$ cat src/rtl/fighter_motion.sv
// Per-fighter movement engine: turns keycodes into walk/jump/gravity motion with
// stage landing, hit knockback, ring-out detection and a timed respawn.
module fighter_motion #(
    parameter logic [7:0] KEY_LEFT       = 8'h04,
    parameter logic [7:0] KEY_RIGHT      = 8'h07,
    parameter logic [7:0] KEY_JUMP       = 8'h1A,
    parameter int         SPAWN_X        = 200,
    parameter int         SPAWN_Y        = 100,
    parameter int         GROUND_Y       = 380,
    parameter int         STAGE_X_MIN    = 80,
    parameter int         STAGE_X_MAX    = 520,
    parameter int         WALK_V         = 2,
    parameter int         JUMP_V         = 12,
    parameter int         MAX_FALL       = 8,
    parameter int         KB_BASE        = 4,
    parameter int         KB_SHIFT       = 3,
    parameter int         KB_MAX         = 24,
    parameter int         RESPAWN_FRAMES = 60
) (
    input  logic        clk,
    input  logic        reset_n,
    input  logic        frame_tick,
    input  logic        enable,
    input  logic [7:0]  keycode_1,
    input  logic [7:0]  keycode_2,
    input  logic [7:0]  keycode_3,
    input  logic [7:0]  keycode_4,
    input  logic [11:0] hp,
    input  logic        hit_in,
    input  logic [9:0]  opp_x,
    output logic [9:0]  pos_x,
    output logic [9:0]  pos_y,
    output logic        death,
    output logic        on_ground,
    output logic        facing
);
    typedef enum logic [1:0] {IDLE, AIR, GROUND, DEAD} state_t;

    localparam int CW = $clog2(RESPAWN_FRAMES + 1);
    localparam logic signed [11:0] SPX   = 12'(SPAWN_X);
    localparam logic signed [11:0] SPY   = 12'(SPAWN_Y);
    localparam logic signed [11:0] GY    = 12'(GROUND_Y);
    localparam logic signed [11:0] XMIN  = 12'(STAGE_X_MIN);
    localparam logic signed [11:0] XMAX  = 12'(STAGE_X_MAX);
    localparam logic signed [11:0] XLIM  = 12'sd639;
    localparam logic signed [11:0] YLIM  = 12'sd479;
    localparam logic signed [7:0]  WALK  = 8'(WALK_V);
    localparam logic signed [7:0]  JUMP  = 8'(JUMP_V);
    localparam logic signed [7:0]  FALL  = 8'(MAX_FALL);
    localparam logic [CW-1:0]      CLAST = CW'(RESPAWN_FRAMES - 1);

    state_t               state_q, state_d;
    logic signed [11:0]   x_q, x_d, y_q, y_d;
    logic signed [7:0]    vy_q, vy_d, kb_q, kb_d;
    logic                 air_jumps_q, air_jumps_d;
    logic                 facing_q, facing_d;
    logic                 jump_prev_q, jump_prev_d;
    logic                 hit_prev_q, hit_prev_d;
    logic                 death_q, death_d;
    logic                 on_ground_q, on_ground_d;
    logic [CW-1:0]        cnt_q, cnt_d;

    logic                 key_l, key_r, key_j;
    logic signed [7:0]    vx_cmd;
    logic [12:0]          kb_sum;
    logic signed [7:0]    kb_mag;
    logic                 x_ge_opp;

    state_t               st_c;
    logic signed [7:0]    vy_c, kb_c;
    logic                 aj_c;
    logic signed [11:0]   x_nx, y_nx;

    function automatic logic signed [11:0] sx(input logic signed [7:0] v);
        return {{4{v[7]}}, v};
    endfunction

    function automatic logic on_stage(input logic signed [11:0] xv);
        return (xv >= XMIN) && (xv <= XMAX);
    endfunction

    assign key_l = (keycode_1 == KEY_LEFT)  || (keycode_2 == KEY_LEFT)  ||
                   (keycode_3 == KEY_LEFT)  || (keycode_4 == KEY_LEFT);
    assign key_r = (keycode_1 == KEY_RIGHT) || (keycode_2 == KEY_RIGHT) ||
                   (keycode_3 == KEY_RIGHT) || (keycode_4 == KEY_RIGHT);
    assign key_j = (keycode_1 == KEY_JUMP)  || (keycode_2 == KEY_JUMP)  ||
                   (keycode_3 == KEY_JUMP)  || (keycode_4 == KEY_JUMP);

    always_comb begin
        vx_cmd = 8'sd0;
        if (key_r && !key_l)      vx_cmd = WALK;
        else if (key_l && !key_r) vx_cmd = -WALK;
    end

    // Knockback grows with accumulated damage, saturating at KB_MAX.
    assign kb_sum   = 13'(KB_BASE) + 13'(hp >> KB_SHIFT);
    assign kb_mag   = (kb_sum > 13'(KB_MAX)) ? 8'(KB_MAX) : 8'(kb_sum);
    assign x_ge_opp = x_q >= $signed({2'b00, opp_x});

    always_comb begin
        state_d     = state_q;
        x_d         = x_q;
        y_d         = y_q;
        vy_d        = vy_q;
        kb_d        = kb_q;
        air_jumps_d = air_jumps_q;
        facing_d    = facing_q;
        jump_prev_d = jump_prev_q;
        hit_prev_d  = hit_prev_q;
        death_d     = death_q;
        on_ground_d = on_ground_q;
        cnt_d       = cnt_q;
        st_c        = state_q;
        vy_c        = vy_q;
        kb_c        = kb_q;
        aj_c        = air_jumps_q;
        x_nx        = x_q;
        y_nx        = y_q;

        if (!enable) begin
            state_d     = IDLE;
            x_d         = SPX;
            y_d         = SPY;
            vy_d        = 8'sd0;
            kb_d        = 8'sd0;
            air_jumps_d = 1'b1;
            facing_d    = 1'b1;
            jump_prev_d = 1'b0;
            hit_prev_d  = 1'b0;
            death_d     = 1'b0;
            on_ground_d = 1'b0;
            cnt_d       = '0;
        end else if (frame_tick) begin
            jump_prev_d = key_j;
            hit_prev_d  = hit_in;
            case (state_q)
                IDLE: begin
                    state_d = AIR;
                    vy_d    = 8'sd0;
                end
                AIR, GROUND: begin
                    if (vx_cmd != 8'sd0) facing_d = (vx_cmd > 8'sd0);
                    if (hit_in && !hit_prev_q) begin
                        kb_c = x_ge_opp ? kb_mag : -kb_mag;
                        vy_c = -$signed({1'b0, kb_mag[7:1]});
                        st_c = AIR;
                    end else if (key_j && !jump_prev_q && (st_c == GROUND || aj_c)) begin
                        if (st_c == AIR) aj_c = 1'b0;
                        vy_c = -JUMP;
                        st_c = AIR;
                    end
                    // Vertical step integrates the post-gravity velocity.
                    if (st_c == AIR) vy_c = (vy_c >= FALL) ? FALL : vy_c + 8'sd1;
                    x_nx = x_q + sx(vx_cmd) + sx(kb_c);
                    y_nx = y_q + sx(vy_c);
                    if (kb_c > 8'sd0)      kb_c = kb_c - 8'sd1;
                    else if (kb_c < 8'sd0) kb_c = kb_c + 8'sd1;
                    if (st_c == AIR && vy_c >= 8'sd0 && y_q <= GY && y_nx >= GY && on_stage(x_nx)) begin
                        y_nx = GY;
                        vy_c = 8'sd0;
                        st_c = GROUND;
                        aj_c = 1'b1;
                    end else if (st_c == GROUND && !on_stage(x_nx)) begin
                        st_c = AIR;
                        vy_c = 8'sd0;
                    end
                    if (x_nx < 12'sd0 || x_nx > XLIM || y_nx > YLIM) begin
                        state_d     = DEAD;
                        x_d         = SPX;
                        y_d         = SPY;
                        vy_d        = 8'sd0;
                        kb_d        = 8'sd0;
                        death_d     = 1'b1;
                        on_ground_d = 1'b0;
                        cnt_d       = '0;
                    end else begin
                        state_d     = st_c;
                        x_d         = x_nx;
                        y_d         = y_nx;
                        vy_d        = vy_c;
                        kb_d        = kb_c;
                        air_jumps_d = aj_c;
                        on_ground_d = (st_c == GROUND);
                    end
                end
                DEAD: begin
                    if (cnt_q == CLAST) begin
                        state_d     = AIR;
                        x_d         = SPX;
                        y_d         = SPY;
                        vy_d        = 8'sd0;
                        kb_d        = 8'sd0;
                        air_jumps_d = 1'b1;
                        death_d     = 1'b0;
                        cnt_d       = '0;
                    end else begin
                        cnt_d = cnt_q + 1'b1;
                    end
                end
                default: state_d = IDLE;
            endcase
        end
    end

    always_ff @(posedge clk or negedge reset_n) begin
        if (!reset_n) begin
            state_q     <= IDLE;
            x_q         <= SPX;
            y_q         <= SPY;
            vy_q        <= 8'sd0;
            kb_q        <= 8'sd0;
            air_jumps_q <= 1'b1;
            facing_q    <= 1'b1;
            jump_prev_q <= 1'b0;
            hit_prev_q  <= 1'b0;
            death_q     <= 1'b0;
            on_ground_q <= 1'b0;
            cnt_q       <= '0;
        end else begin
            state_q     <= state_d;
            x_q         <= x_d;
            y_q         <= y_d;
            vy_q        <= vy_d;
            kb_q        <= kb_d;
            air_jumps_q <= air_jumps_d;
            facing_q    <= facing_d;
            jump_prev_q <= jump_prev_d;
            hit_prev_q  <= hit_prev_d;
            death_q     <= death_d;
            on_ground_q <= on_ground_d;
            cnt_q       <= cnt_d;
        end
    end

    assign pos_x     = x_q[9:0];
    assign pos_y     = y_q[9:0];
    assign death     = death_q;
    assign on_ground = on_ground_q;
    assign facing    = facing_q;
endmodule

$ cat config.mk
export PLATFORM = sky130hd
export DESIGN_NAME = fighter_motion
export DESIGN_NICKNAME = d
export VERILOG_FILES = /design/src/rtl/fighter_motion.sv
export SDC_FILE = /design/constraint.sdc
export NUM_CORES = 1
export LEC_CHECK = 0
export CORE_ASPECT_RATIO = 1.1
export CORE_MARGIN = 2
export CORE_UTILIZATION = 56
export CTS_BUF_LIST = sky130_fd_sc_hd__clkbuf_4 sky130_fd_sc_hd__clkbuf_8 sky130_fd_sc_hd__clkbuf_16
export DETAILED_ROUTE_END_ITERATION = 10
export GPL_TIMING_DRIVEN = 0
export HOLD_SLACK_MARGIN = 0.12
export PLACE_DENSITY = 0.92
export RECOVER_POWER = 100
export SKIP_CTS_REPAIR_TIMING = 1
export SLEW_MARGIN = 20
export SYNTH_ARGS = -nofsm -noshare
export SYNTH_HDL_FRONTEND = slang
export SYNTH_SLANG_ARGS = --single-unit
$ cat constraint.sdc
create_clock -name clk -period 7.05 [get_ports clk]
set_input_delay 1.41 -clock clk [delete_from_list [all_inputs] [get_ports clk]]
set_output_delay 1.41 -clock clk [all_outputs]
set_load 0.03 [all_outputs]
==> results by group <==
Outcome
  – Status: complete, but fails checks
  – Violated checks: max-capacitance violations, max-slew violations, negative setup slack

Global route
  – Initial antenna violation count: 0
  – Overall Global Routing Usage: between 30% and 40%
  – Vias in the first global route: roughly 5700
  – First-pass GRT wire length: 26900 um
  – Gr ovfl total: 0
  – Largest net degree at the start of global routing: 55

Logic synthesis
  – Top FF cell, synth: dfrtp_1
  – FF+latch count, synth: 54
  – Gate count of the mapped netlist: roughly 700
  – Number of synthesized flops with an enable pin: 0
  – Ys Warns: 0
  – Fraction of registers with async set/reset: 100%
  – Largest cells by area after synthesis: dfrtp_1 (20%), ha_1 (10%), inv_1 (4.3%)
  – Synth Net Count: approximately 820
  – Syn_area_per_cell: between 8 and 9 um2
  – Top-area cell type share of the netlist area: between 20% and 30%
  – Synth unique cells: a little under 90
  – Sequential fraction of the synthesis area: 24.0%
  – Post-synthesis cell area: ~5700 um2
  – Yosys top cell by area: dfrtp_1

Floorplanning
  – Die footprint: 10900 um2
  – Die X-Extent: between 90 and 100 um
  – Die height: between 100 and 150 um
  – Initial Util: 57.6%
  – I/O pin count: 82
  – Std cell rows: 38
  – CORE AREA: between 9000 and 10000 um2

Worst setup path
  – Reg2reg setup slack: about 0.9 ns
  – Worst r2r path cells: 24
  – Required time worst endpoint: 7.28 ns
  – Worst setup startpoint: hp[7]
  – Crit start category: primary input
  – Critical path peak fanout: 8
  – WP data arrival: 7.57 ns
  – Critical R2R Launch: x_q[7]$_DFFE_PN1P_
  – Crit end category: flop
  – Critical path type: primary input to flop
  – CP endpoint: vy_q[6]$_DFFE_PN0P_
  – Critical R2R Capture: vy_q[6]$_DFFE_PN0P_

Hold path
  – Hold path start: kb_q[4]$_DFFE_PN0P_
  – Worst hold path type: flop to flop

Detailed routing
  – Drt first pass iters: 8
  – 1st-iter DRT viols: about 520
  – Final ANT Viol Nets: 0
  – Via density: ~6.8
  – Detailed-route wire length: ~21000 um
  – Vias: ~6500
  – Routed len/inst: 22.0 um
  – DR DRC count: 0

Final layout
  – Seq. cell area: approximately 1400 um2
  – Multi-input gate area: between 4000 and 5000 um2
  – Finished Cell Area: ~7900 um2
  – Fillers: 634
  – Nets: approximately 950
  – Most common cell after layout, fill and taps aside: buf_4
  – Post-layout util: between 70% and 80%
  – Layout cell share with drive strength beyond 1: between 20% and 30%
  – Ant. Diodes: 0
  – Most frequent cells in the layout: buf_4 (68), nand2_1 (62), clkdlybuf4s50_1 (61)
  – Syn-to-layout area delta: 38.8%

Placement
  – GPL Wtd Cong: between 1 and 1.5
  – Pre-CTS setup slack: -1.90 ns
  – Placed Area: ~6600 um2
  – Buffers added on ports: 77
  – Detail Placement HPWL: 13200 um

Power and ir drop
  – Peak supply drop: 0.150 mV
  – Pleak: 3.53 nW
  – Tot Pwr: 1.77 mW
  – Power Density: between 200 and 250 nW/um2

Timing
  – Worst Clk Skew: ~0.012 ns
  – Final worst slack: -0.295 ns
  – Rel. slew slack: -105%
  – Hold Worst Slack: 0.515 ns
  – Setup violations, final: ~50
  – Fmax: between 0.1 and 0.15 GHz
  – Measured slew at the worst slew-check pin: 3.07 ns
  – Final min period: approximately 7.3 ns
  – Final hold violations: 0
  – Final worst path period share: 104%
  – Fin. max-slew vios: 55

Clock network
  – Clock sinks: 54
  – Clock Path Buffers: 2
  – Root Driver: clkbuf_8
  – CTS Buf Count: 5
  – CTS clk-pin slew, worst paths: between 0.1 and 0.15 ns
  – Clock Latency Late Sink: roughly 0.33 ns
  – CTS tree: built
  – H-tree Lvls: 2

Flow run
  – Max-cap violations: 1
-- cell families (layout without fill, tap and decap cells) --
family	Yosys count	in the layout	synth area share, %
compound gates	201	201	25.6
fa+ha+maj	59	59	14.6
mux	5	5	0.949
xor+xnor	27	27	4.17
flops	54	54	24.0
simple gates	249	249	22.5
buf+inv	102	234	8.16
-- flip-flops by register name, indices dropped and copies added, names as in the netlist, 2 cells and up --
| signal | flops |
|---|---|
| cnt_q | 6 |
| vy_q | 8 |
| kb_q | 8 |
| state_q | 2 |
| x_q | 12 |
| y_q | 12 |
-- layer usage --
metal / track usage (%) / share of wire [%]
met3: 3.12 / 8.6
met1: 36.3 / 33
met2: 56.9 / 50
met5: 0 / 0
met4: 14.0 / 8.1
-- through the flow --
step | cells | TNS, ns
floorplan | 697 | 0
global placement | 894 | -74.56
detailed placement | 894 | -82.12
CTS | 902 | -67.40
global route | 949 | -16.61
finish | 949 | -10.79
-- worst max-delay path, cell delays in order --
cell and delay (ns):
dlymetal6s2s_1 0.42, xnor2_4 0.20, a211oi_4 0.09, nor4_4 0.39, inv_1 0.13, ha_4 0.20, nor3b_2 0.19, nor3b_2 0.22
nor3_2 0.23, a21o_1 0.24, clkinvlp_4 0.28, fa_1 0.58, inv_1 0.05, ha_1 0.29, nor4_2 0.33, o21ai_2 0.14
a41oi_2 0.31, xor2_2 0.13, buf_4 0.18, a211o_1 0.28, nand4_1 0.11, buf_6 0.15, o21bai_4 0.08, o211ai_4 0.30
nand2_4 0.12, o2111a_2 0.25, a32o_1 0.24
-- how the worst min path moves through the flow --
stage	end	slack (ns)	cells after the start
global route	air_jumps_q$_DFFE_PN1P_	0.53	2
detailed placement	kb_q[4]$_DFFE_PN0P_	0.48	2
CTS	kb_q[4]$_DFFE_PN0P_	0.50	2
global placement	kb_q[4]$_DFFE_PN0P_	0.47	2
finish	kb_q[4]$_DFFE_PN0P_	0.51	2
floorplan	kb_q[4]$_DFFE_PN0P_	0.45	2
-- power by group --
part / switching, mW / leakage (nW) / total (mW) / internal, mW
Combinational: 0.678 / 2.75 / 1.17 / 0.487
Clock: 0.123 / 0.0563 / 0.232 / 0.109
Sequential: 0.0344 / 0.721 / 0.376 / 0.342
-- layout make-up --
| cell class | instances | area share, % |
|---|---|---|
| clock buffer | 5 | 0.874 |
| inverter | 65 | 3.20 |
| timing repair buffer | 126 | 15.1 |
| sequential | 54 | 17.3 |
| buffer | 35 | 3.05 |
| clock inverter | 3 | 0.620 |
| tap | 120 | 1.91 |
| multi-input combinational | 541 | 58.0 |
-- synthesized netlist by cell type (5+ instances only) --
library cell / number
a211oi_1: 11
a21o_1: 11
a21oi_1: 29
a22o_1: 14
a311oi_1: 5
a31oi_1: 9
and2_1: 6
and3_1: 9
buf_4: 20
clkbuf_1: 11
dfrtp_1: 46
dfstp_2: 8
fa_1: 12
ha_1: 47
inv_1: 65
nand2_1: 65
nand2b_1: 6
nand3_1: 32
nand4_1: 5
nor2_1: 55
nor2b_1: 9
nor3_1: 14
nor3b_1: 5
nor4_1: 7
o211ai_1: 7
o21a_1: 6
o21ai_0: 42
o31ai_1: 6
or3_1: 6
or4_1: 7
xnor2_1: 17
xor2_1: 10
Note: power is estimated with default switching activity, not from simulation.
